`config.mk`:
```
export PLATFORM = sky130hd
export DESIGN_NAME = freq_bcd_converter_flat
export DESIGN_NICKNAME = d
export VERILOG_FILES = /design/src/rtl/freq_bcd_converter_pkg.sv /design/src/rtl/freq_bcd_converter_if.sv /design/src/rtl/freq_bcd_converter_bcd_add3_shift.sv /design/src/rtl/freq_bcd_converter.sv /design/src/flat_wrapper.sv
export SDC_FILE = /design/constraint.sdc
export NUM_CORES = 1
export LEC_CHECK = 0
export ABC_CLOCK_PERIOD_IN_PS = 4200
export BUFFER_PORTS_ARGS = -buffer_cell sky130_fd_sc_hd__buf_2
export CAP_MARGIN = 20
export CORE_AREA = 2 2 109 111
export CTS_CLUSTER_DIAMETER = 60
export DETAILED_ROUTE_END_ITERATION = 8
export DIE_AREA = 0 0 111 113
export GPL_TIMING_DRIVEN = 0
export PLACE_DENSITY = 0.73
export REMOVE_ABC_BUFFERS = 1
export SYNTH_ARGS = -nofsm -noshare
export SYNTH_HDL_FRONTEND = slang
export SYNTH_SLANG_ARGS = --single-unit
```
`constraint.sdc`:
```
create_clock -name clk -period 4.2 [get_ports clk]
set_input_delay 0.84 -clock clk [delete_from_list [all_inputs] [get_ports clk]]
set_output_delay 0.84 -clock clk [all_outputs]
set_load 0.05 [all_outputs]
```
`src/rtl/freq_bcd_converter_pkg.sv`:
```
// Shared constants, FSM state type and helpers for the frequency-to-BCD path.
package freq_pkg;

    localparam int unsigned CLK_FREQ_HZ = 20000000;
    localparam int unsigned BCD_W       = 4;
    localparam int unsigned MAX_DIGITS  = 16;

    typedef enum logic [1:0] {
        IDLE,
        SHIFT,
        DONE
    } state_t;

    // All-9s pattern in the low `digits` nibbles; callers slice to their width.
    function automatic logic [BCD_W*MAX_DIGITS-1:0] max_bcd(input int unsigned digits);
        logic [BCD_W*MAX_DIGITS-1:0] r;
        r = '0;
        for (int unsigned i = 0; i < MAX_DIGITS; i++) begin
            if (i < digits) r[i*BCD_W +: BCD_W] = 4'h9;
        end
        return r;
    endfunction

endpackage

```
`src/rtl/freq_bcd_converter_if.sv`:
```
// Sample/result bundle between the frequency detector side and the display side.
interface freq_bcd_converter_if #(
    parameter int unsigned IN_W   = 32,
    parameter int unsigned DIGITS = 7
) ();

    logic [IN_W-1:0]     freq;
    logic                sample_req;
    logic [4*DIGITS-1:0] bcd;
    logic                bcd_valid;
    logic                overflow;
    logic [DIGITS-1:0]   blank;
    logic                busy;

    modport master (
        output freq, sample_req,
        input  bcd, bcd_valid, overflow, blank, busy
    );

    modport slave (
        input  freq, sample_req,
        output bcd, bcd_valid, overflow, blank, busy
    );

endinterface

```
`src/rtl/freq_bcd_converter_bcd_add3_shift.sv`:
```
// One combinational double-dabble step: add 3 to each nibble >= 5, then shift left.
module bcd_add3_shift
    import freq_pkg::*;
#(
    parameter int unsigned DIGITS = 7,
    parameter int unsigned IN_W   = 32
) (
    input  logic [BCD_W*DIGITS-1:0] acc_in,
    input  logic [IN_W-1:0]         sreg_in,
    output logic [BCD_W*DIGITS-1:0] acc_out,
    output logic [IN_W-1:0]         sreg_out,
    output logic                    carry
);

    logic [BCD_W*DIGITS-1:0] adj;

    always_comb begin
        adj = acc_in;
        for (int unsigned i = 0; i < DIGITS; i++) begin
            if (acc_in[i*BCD_W +: BCD_W] >= 4'd5)
                adj[i*BCD_W +: BCD_W] = acc_in[i*BCD_W +: BCD_W] + 4'd3;
        end
        {carry, acc_out, sreg_out} = {adj, sreg_in, 1'b0};
    end

endmodule

```
`src/rtl/freq_bcd_converter.sv`:
```
// Periodic/on-demand binary-to-BCD converter with saturation.
// Optional leading-zero blank mask enabled by FREQ_BCD_BLANK_EN.
module freq_bcd_converter
    import freq_pkg::*;
#(
    parameter int unsigned CLK_FREQ   = CLK_FREQ_HZ,
    parameter int unsigned REFRESH_HZ = 10,
    parameter int unsigned IN_W       = 32,
    parameter int unsigned DIGITS     = 7
) (
    input  logic             clk,
    input  logic             rst_n,
    freq_bcd_converter_if.slave bus
);

    localparam int unsigned PERIOD = CLK_FREQ / REFRESH_HZ;
    localparam int unsigned TW     = $clog2(PERIOD);
    localparam int unsigned CW     = $clog2(IN_W + 1);
    localparam int unsigned AW     = BCD_W * DIGITS;
    localparam logic [BCD_W*MAX_DIGITS-1:0] SAT_ALL = max_bcd(DIGITS);
    localparam logic [AW-1:0] BCD_SAT = SAT_ALL[AW-1:0];

    state_t          state;
    logic [TW-1:0]   timer;
    logic            tick;
    logic            start;
    logic [IN_W-1:0] sreg, sreg_nxt;
    logic [AW-1:0]   acc, acc_nxt;
    logic            carry;
    logic            ovf;
    logic [CW-1:0]   cnt;
    logic [AW-1:0]   bcd_q;
    logic            ovf_q;
    logic            valid_q;

    assign tick  = (timer == TW'(PERIOD - 1));
    assign start = (tick | bus.sample_req) & (state == IDLE);

    always_ff @(posedge clk or negedge rst_n) begin
        if (!rst_n) timer <= '0;
        else        timer <= tick ? '0 : timer + TW'(1);
    end

    bcd_add3_shift #(
        .DIGITS (DIGITS),
        .IN_W   (IN_W)
    ) u_step (
        .acc_in   (acc),
        .sreg_in  (sreg),
        .acc_out  (acc_nxt),
        .sreg_out (sreg_nxt),
        .carry    (carry)
    );

    always_ff @(posedge clk or negedge rst_n) begin
        if (!rst_n) begin
            state   <= IDLE;
            sreg    <= '0;
            acc     <= '0;
            ovf     <= 1'b0;
            cnt     <= '0;
            bcd_q   <= '0;
            ovf_q   <= 1'b0;
            valid_q <= 1'b0;
        end else begin
            valid_q <= 1'b0;
            case (state)
                IDLE: begin
                    if (start) begin
                        sreg  <= bus.freq;
                        acc   <= '0;
                        ovf   <= 1'b0;
                        cnt   <= '0;
                        state <= SHIFT;
                    end
                end
                SHIFT: begin
                    acc  <= acc_nxt;
                    sreg <= sreg_nxt;
                    ovf  <= ovf | carry;
                    cnt  <= cnt + CW'(1);
                    if (cnt == CW'(IN_W - 1)) state <= DONE;
                end
                DONE: begin
                    bcd_q   <= ovf ? BCD_SAT : acc;
                    ovf_q   <= ovf;
                    valid_q <= 1'b1;
                    state   <= IDLE;
                end
                default: state <= IDLE;
            endcase
        end
    end

    assign bus.bcd       = bcd_q;
    assign bus.overflow  = ovf_q;
    assign bus.bcd_valid = valid_q;
    assign bus.busy      = (state != IDLE);

`ifdef FREQ_BCD_BLANK_EN
    logic [DIGITS-1:0] blank_q, blank_nxt;

    // Walk from the top digit down; a digit blanks only while everything above is zero.
    always_comb begin
        logic zero_above;
        zero_above = 1'b1;
        blank_nxt  = '0;
        for (int unsigned k = 1; k < DIGITS; k++) begin
            zero_above = zero_above & (acc[(DIGITS-k)*BCD_W +: BCD_W] == 4'd0);
            blank_nxt[DIGITS-k] = zero_above;
        end
    end

    always_ff @(posedge clk or negedge rst_n) begin
        if (!rst_n)              blank_q <= {{(DIGITS-1){1'b1}}, 1'b0};
        else if (state == DONE)  blank_q <= ovf ? '0 : blank_nxt;
    end

    assign bus.blank = blank_q;
`else
    assign bus.blank = '0;
`endif

endmodule

```
`src/flat_wrapper.sv`:
```
// flat-port wrapper written by rule: the top's interface ports become plain ports
module freq_bcd_converter_flat import freq_pkg::*;
#(
    parameter int unsigned CLK_FREQ   = CLK_FREQ_HZ,
    parameter int unsigned REFRESH_HZ = 10,
    parameter int unsigned IN_W       = 32,
    parameter int unsigned DIGITS     = 7
)
  (clk, rst_n, bus_freq, bus_sample_req, bus_bcd, bus_bcd_valid, bus_overflow, bus_blank, bus_busy);
  freq_bcd_converter_if #(.IN_W(IN_W), .DIGITS(DIGITS)) bus_i ();
  input  logic clk;
  input  logic rst_n;
  input wire logic [$bits(bus_i.freq)-1:0] bus_freq;
  input wire logic [$bits(bus_i.sample_req)-1:0] bus_sample_req;
  output wire logic [$bits(bus_i.bcd)-1:0] bus_bcd;
  output wire logic [$bits(bus_i.bcd_valid)-1:0] bus_bcd_valid;
  output wire logic [$bits(bus_i.overflow)-1:0] bus_overflow;
  output wire logic [$bits(bus_i.blank)-1:0] bus_blank;
  output wire logic [$bits(bus_i.busy)-1:0] bus_busy;
  assign bus_i.freq = bus_freq;
  assign bus_i.sample_req = bus_sample_req;
  assign bus_bcd = bus_i.bcd;
  assign bus_bcd_valid = bus_i.bcd_valid;
  assign bus_overflow = bus_i.overflow;
  assign bus_blank = bus_i.blank;
  assign bus_busy = bus_i.busy;
  freq_bcd_converter #(.CLK_FREQ(CLK_FREQ), .REFRESH_HZ(REFRESH_HZ), .IN_W(IN_W), .DIGITS(DIGITS)) u_core (.clk(clk), .rst_n(rst_n), .bus(bus_i));
endmodule
```
==> Yosys cells after proc, flatten, opt, wreduce, memory -nomap -nowiden <==
Cells that the tools add are included.
{ "totals": {"register_bits": 120, "word_cells": 60} }
{ "op_classes": {"addsub": 9, "n_lt_le_gt_ge": 7, "n_eq_ne": 6, "n_mux": 21, "bitwise": 3, "reduce_logical": 5} }
{ "op_table": {"columns": ["operator", "count"], "rows": [
  ["$pmux W32 S2", 1],
  ["$mux W28", 2],
  ["$pmux W28 S2", 1],
  ["$mux W32", 1],
  ["$add A4 B2 Y4 const B", 7],
  ["$ge A4 B3 Y1 const B", 7],
  ["$mux W4", 7],
  ["$add A21 B1 Y21 const B", 1],
  ["$eq A21 B21 Y1 const B", 1],
  ["$mux W21", 1],
  ["$pmux W6 S2", 1],
  ["$add A6 B1 Y6 const B", 1],
  ["$eq A6 B5 Y1 const B", 1],
  ["$mux W6", 1],
  ["$mux W2", 2],
  ["$ne A2 B1 Y1 const B", 2],
  ["$pmux W2 S2", 1],
  ["$reduce_and A2 Y1", 2],
  ["$reduce_bool A2 Y1", 2],
  ["$eq A2 B1 Y1 const B", 1],
  ["$eq A2 B2 Y1 const B", 1],
  ["$logic_not A2 Y1", 1],
  ["$mux W1", 2],
  ["$or A1 B1 Y1", 2],
  ["2 further kinds", 2]
]} }

==> Logic depth before layout (Yosys ltp) <==
{ "logic_depth": {"ltp_word": 5, "mapped_depth": 8} }

==> Hierarchy <==
Synthesis repeated with hierarchy kept, for this count alone.
{ "unflattened": {"hier_cells": 807, "hier_area_um2": 7105.6} }
{ "by_module_without_submodules": {"columns": ["module", "n_inst", "cells_each", "area_per_inst_um2", "seq_area_each_um2"], "rows": [
  ["freq_bcd_converter", 1, 661, 6144.6, 3002.9],
  ["bcd_add3_shift", 1, 146, 960.9, 0.0]
]} }

==> Least setup slack after synthesis <==
OpenSTA, ideal clock, no wires.
{ "synth_path": {"path_kind": "register to register", "from": "register u_core.timer[9]", "to": "register u_core.acc[11]", "setup_ns": 0.121, "t_arrival_ns": 1.967, "slack_ns": 2.112, "path_stages_with_launch": 8, "path_buffers": 2, "period_less_slack_ns": 2.088, "cell_sequence": "dfrtp_1 > or4b_1 > nor3_2 > a21oi_2 > a21o_1 > buf_6 > buf_6 > a22o_1"} }
{ "synth_between": {"elab_chain_len": 5} }
{ "synth_rtl": {"columns": ["item", "line_no", "text"], "rows": [
  ["start: declaration", "freq_bcd_converter.sv:24", "logic [TW-1:0] timer;"],
  ["start signal: assignment", "freq_bcd_converter.sv:41", "else timer <= tick ? '0 : timer + TW'(1);"],
  ["$eq A21 B21 Y1", "freq_bcd_converter.sv:36", "assign tick = (timer == TW'(PERIOD - 1));"],
  ["$or A1 B1 Y1", "freq_bcd_converter.sv:37", "assign start = (tick | bus.sample_req) & (state == IDLE);"],
  ["$and A1 B1 Y1", "freq_bcd_converter.sv:37", null],
  ["$ne A2 B1 Y1 (no line)", null, null],
  ["$reduce_and A2 Y1 (no line)", null, null],
  ["end signal: assignment", "freq_bcd_converter.sv:78", "acc <= acc_nxt;"],
  ["end: declaration", "freq_bcd_converter.sv:28", "logic [AW-1:0] acc, acc_nxt;"]
]} }
Every way passes these cells.
A chain may end at the register's enable or synchronous reset.

==> Worst setup path in the final report <==
{ "layout_path": {"from": "register u_core.state[1]", "to": "output bus_busy"} }
{ "layout_between": {"elab_chain_len": 1} }
{ "layout_rtl": {"columns": ["item", "line_no", "text"], "rows": [
  ["start: declaration", "freq_bcd_converter.sv:23", "state_t state;"],
  ["start signal: assignment", "freq_bcd_converter.sv:57", "state <= IDLE;"],
  ["start signal: assignment", "freq_bcd_converter.sv:74", "state <= SHIFT;"],
  ["start signal: assignment", "freq_bcd_converter.sv:82", "if (cnt == CW'(IN_W - 1)) state <= DONE;"],
  ["$reduce_bool A2 Y1", "freq_bcd_converter.sv:98", "assign bus.busy = (state != IDLE);"],
  ["end: declaration", "flat_wrapper.sv:19", "output wire logic [$bits(bus_i.busy)-1:0] bus_busy;"]
]} }
Every way passes these cells.

==> impl_metrics.env <==
export IMPL_outcome="completed"
export IMPL_avgSynthCellArea_um2=9.40
export IMPL_critPathMaxFanout=48
export IMPL_fin_nets=728
export IMPL_setup_violations_final=0
export IMPL_seq_power_share_pct=38.1
export IMPL_die_h_um=113
export IMPL_leakage_nw=3.15
export IMPL_initial_core_util_pct=52.9
export IMPL_rows=39
export IMPL_hold_viol_final=0
export IMPL_dp_hpwl_mm=7.57
export IMPL_grt_usage_pct=21.6
export IMPL_p_int_mw=3.16
export IMPL_r2r_cells=4
export IMPL_place_congestion=0.798
export IMPL_drtIter0Drc=163
export IMPL_wl_mm=12.6
export IMPL_synth_cell_types=39
export IMPL_h_tree_depth=4
export IMPL_wl_per_cell_um=15.2
export IMPL_crit_type="flop to output pin"
export IMPL_hold_class="primary input to async pin"
export IMPL_antenna_found_initial=0
export IMPL_power_density_nw_per_um2=680
export IMPL_antenna_left=0
export IMPL_yosysSeqAreaShare_pct=50.3
export IMPL_synthFlopType="dfrtp_1"
export IMPL_swShare_pct=33.4
export IMPL_worst_r2r_setup_slack_ns=0.62
export IMPL_synth_edf_count=0
export IMPL_required_ns=3.36
export IMPL_die_area_um2=12500
export IMPL_ios=73
export IMPL_chipWidth_um=111
export IMPL_slew_headroom_pct=35.6
export IMPL_rsz0062_at_grt="false"
export IMPL_areaGrowthSynthToFinish_pct=16.9
export IMPL_vias_per_cell=5.78
export IMPL_fin_skew_ns=0.00427
export IMPL_core_area_um2=11300
export IMPL_finalCritPeriodShare_pct=93.7
export IMPL_drtPass1Iterations=4
export IMPL_cts_buffer_depth=2
export IMPL_antenna_cells=0
export IMPL_grt_overflow_total=0
export IMPL_placed_cell_area_um2=6340
export IMPL_grt_pass1_wl_mm=22.1
export IMPL_clk_latency_ns=0.42
export IMPL_cts_made_buffers=17
export IMPL_end_kind="output pin"
export IMPL_syn_inst=635
export IMPL_drive_gt1_share_pct=15.7
export IMPL_cts_num_sinks=120
export IMPL_drc=0
export IMPL_fin_ws_ns=0.266
export IMPL_post_cts_resize_count=0
export IMPL_drv_slew=0
export IMPL_power_frac_comb_pct=28.8
export IMPL_root_buffer="clkbuf_16"
export IMPL_ff_latch_area_um2=3010
export IMPL_hold_buffers=0
export IMPL_critPathLaunchType="flop"
export IMPL_irDropWorstVdd_mv=0.386
export IMPL_grt_pass1_vias=4738
export IMPL_arrival_ns=3.09
export IMPL_synth_area_um2=5970
export IMPL_design_area_um2=6980
export IMPL_cts_clk_slew_worst_paths_ns=0.06
export IMPL_synth_seq_cells=120
export IMPL_pwr_share_clk_pct=33.1
export IMPL_n_fill_cell=944
export IMPL_grt_max_degree=81
export IMPL_dp_slack_ns=0.677
export IMPL_cts_setup_buffers=0
export IMPL_power_switching_mw=1.59
export IMPL_port_buffers=65
export IMPL_yosysWarnings=0
export IMPL_maxCapViolations=0
export IMPL_tightest_slew_ns=0.966
export IMPL_num_vias=4817
export IMPL_max_freq_ghz=0.254
export IMPL_cts_tree="yes"
export IMPL_multi_input_area_um2=2690
export IMPL_period_needed_ns=3.93
export IMPL_async_flop_share_pct=100
## cells by family after synthesis
logic type	synth area share, %
xor+xnor	4.55
other cells	0.0628
compound gates	13.6
buf+inv	5.26
mux	0.734
simple gates	22.2
fa+ha+maj	3.35
flops	50.3
## sequential cells by signal (all words and copies together), names as in the netlist
name and flops:
u_core.sreg 32, u_core.acc 28, u_core.bus.bcd 28, u_core.timer 21, u_core.cnt 6, u_core.state 2, u_core.bus.bcd_valid 1, u_core.bus.overflow 1
u_core.ovf 1
## per-stage QoR
| step | setup TNS (ns) | hold slack (ns) | instances | util (%) | power [mW] |
|---|---|---|---|---|---|
| after floorplan | 0 | 0.450 | 589 | - | 2.82 |
| after global placement | -23.75 | 0.456 | 797 | 55.4 | 3.07 |
| after detailed placement | 0 | 0.460 | 801 | 56.3 | 3.18 |
| after CTS | 0 | 0.330 | 833 | 61.9 | 4.78 |
| after global routing | 0 | 0.350 | 833 | 61.9 | 5.08 |
| final | 0 | 0.327 | 833 | 61.9 | 4.75 |
## cell type report
cell class                 instances  share of cell area, %
inverter                          18                  0.968
timing repair buffer              69                   5.81
multi-input combinational        451                   38.5
sequential                       120                   43.1
clock buffer                      19                   6.20
tap                              143                   2.56
clock inverter                    13                   2.89
## worst max-delay path, cell delays in order, from the launching register on
cell	delay (ns)
dfrtp_2	0.97
clkinv_1	1.04
nand2_1	0.33
buf_2	0.31
## path summary, 6_finish.rpt
check / start / end
min in group clk: u_core.bus.bcd[25] / u_core.bus.bcd[25]
max in group asynchronous: rst_n / u_core.sreg[1]
setup / recovery: u_core.state[1] / bus_busy
hold reg to reg: u_core.bus.bcd[25] / u_core.bus.bcd[25]
hold / removal: rst_n / u_core.bus.bcd_valid
setup reg to reg: u_core.state[1] / u_core.sreg[30]
## per-layer routing
metal / GRT usage (%) / share of wire (%) / up-vias
met1: 27.9 / 45 / 2315
met2: 35.3 / 49 / 122
met3: 5.36 / 4.6 / 18
met5: 0 / 0 / -
li1: - / - / 2362
met4: 8.25 / 1.5 / 0
## power by group through the flow
stage / Clock (mW) / Sequential [mW] / Combinational (mW)
after detailed placement: 0 / 1.82 / 1.37
after floorplan: 0 / 1.79 / 1.03
final: 1.57 / 1.81 / 1.37
after global routing: 1.65 / 1.86 / 1.57
after CTS: 1.59 / 1.81 / 1.38
after global placement: 0 / 1.83 / 1.25
## cell usage in the layout (no fill, tap or decap), types with 2 or more instances in the layout
master	Yosys	layout
ha_1	16	16
nand2_2	0	2
a21o_1	9	9
inv_1	17	17
xor2_1	13	13
clkinvlp_4	0	3
clkbuf_1	38	2
nor2_1	36	36
dfrtp_2	0	2
nor4_1	63	63
and4_1	2	2
nand2_1	76	74
and2_1	4	4
nand4_1	7	7
dfrtp_1	120	118
buf_2	2	64
o31ai_1	7	7
mux2_2	3	3
and3_1	3	3
o22ai_1	31	31
o21ai_0	45	45
nor3_1	40	40
nand2b_1	15	15
buf_6	3	2
nand3_1	10	10
a22o_1	19	19
clkinv_2	0	4
bufinv_16	0	5
nor2b_1	2	2
xnor2_1	18	18
conb_1	1	7
clkbuf_16	0	17
a21oi_1	16	16
## Yosys cell counts (9+ instances only)
library cell	count	share of area, %
dfrtp_1	120	50
nand3_1	10	0.84
nor4_1	63	6.6
a21o_1	9	1.1
nor3_1	40	3.4
clkbuf_1	38	2.4
o22ai_1	31	3.2
xnor2_1	18	2.6
a22o_1	19	2.8
nor2_1	36	2.3
nand2b_1	15	1.6
o21ai_0	45	3.8
a21oi_1	16	1.3
xor2_1	13	1.9
ha_1	16	3.4
inv_1	17	1.1
nand2_1	76	4.8
Note: power is estimated with default switching activity, not from simulation.
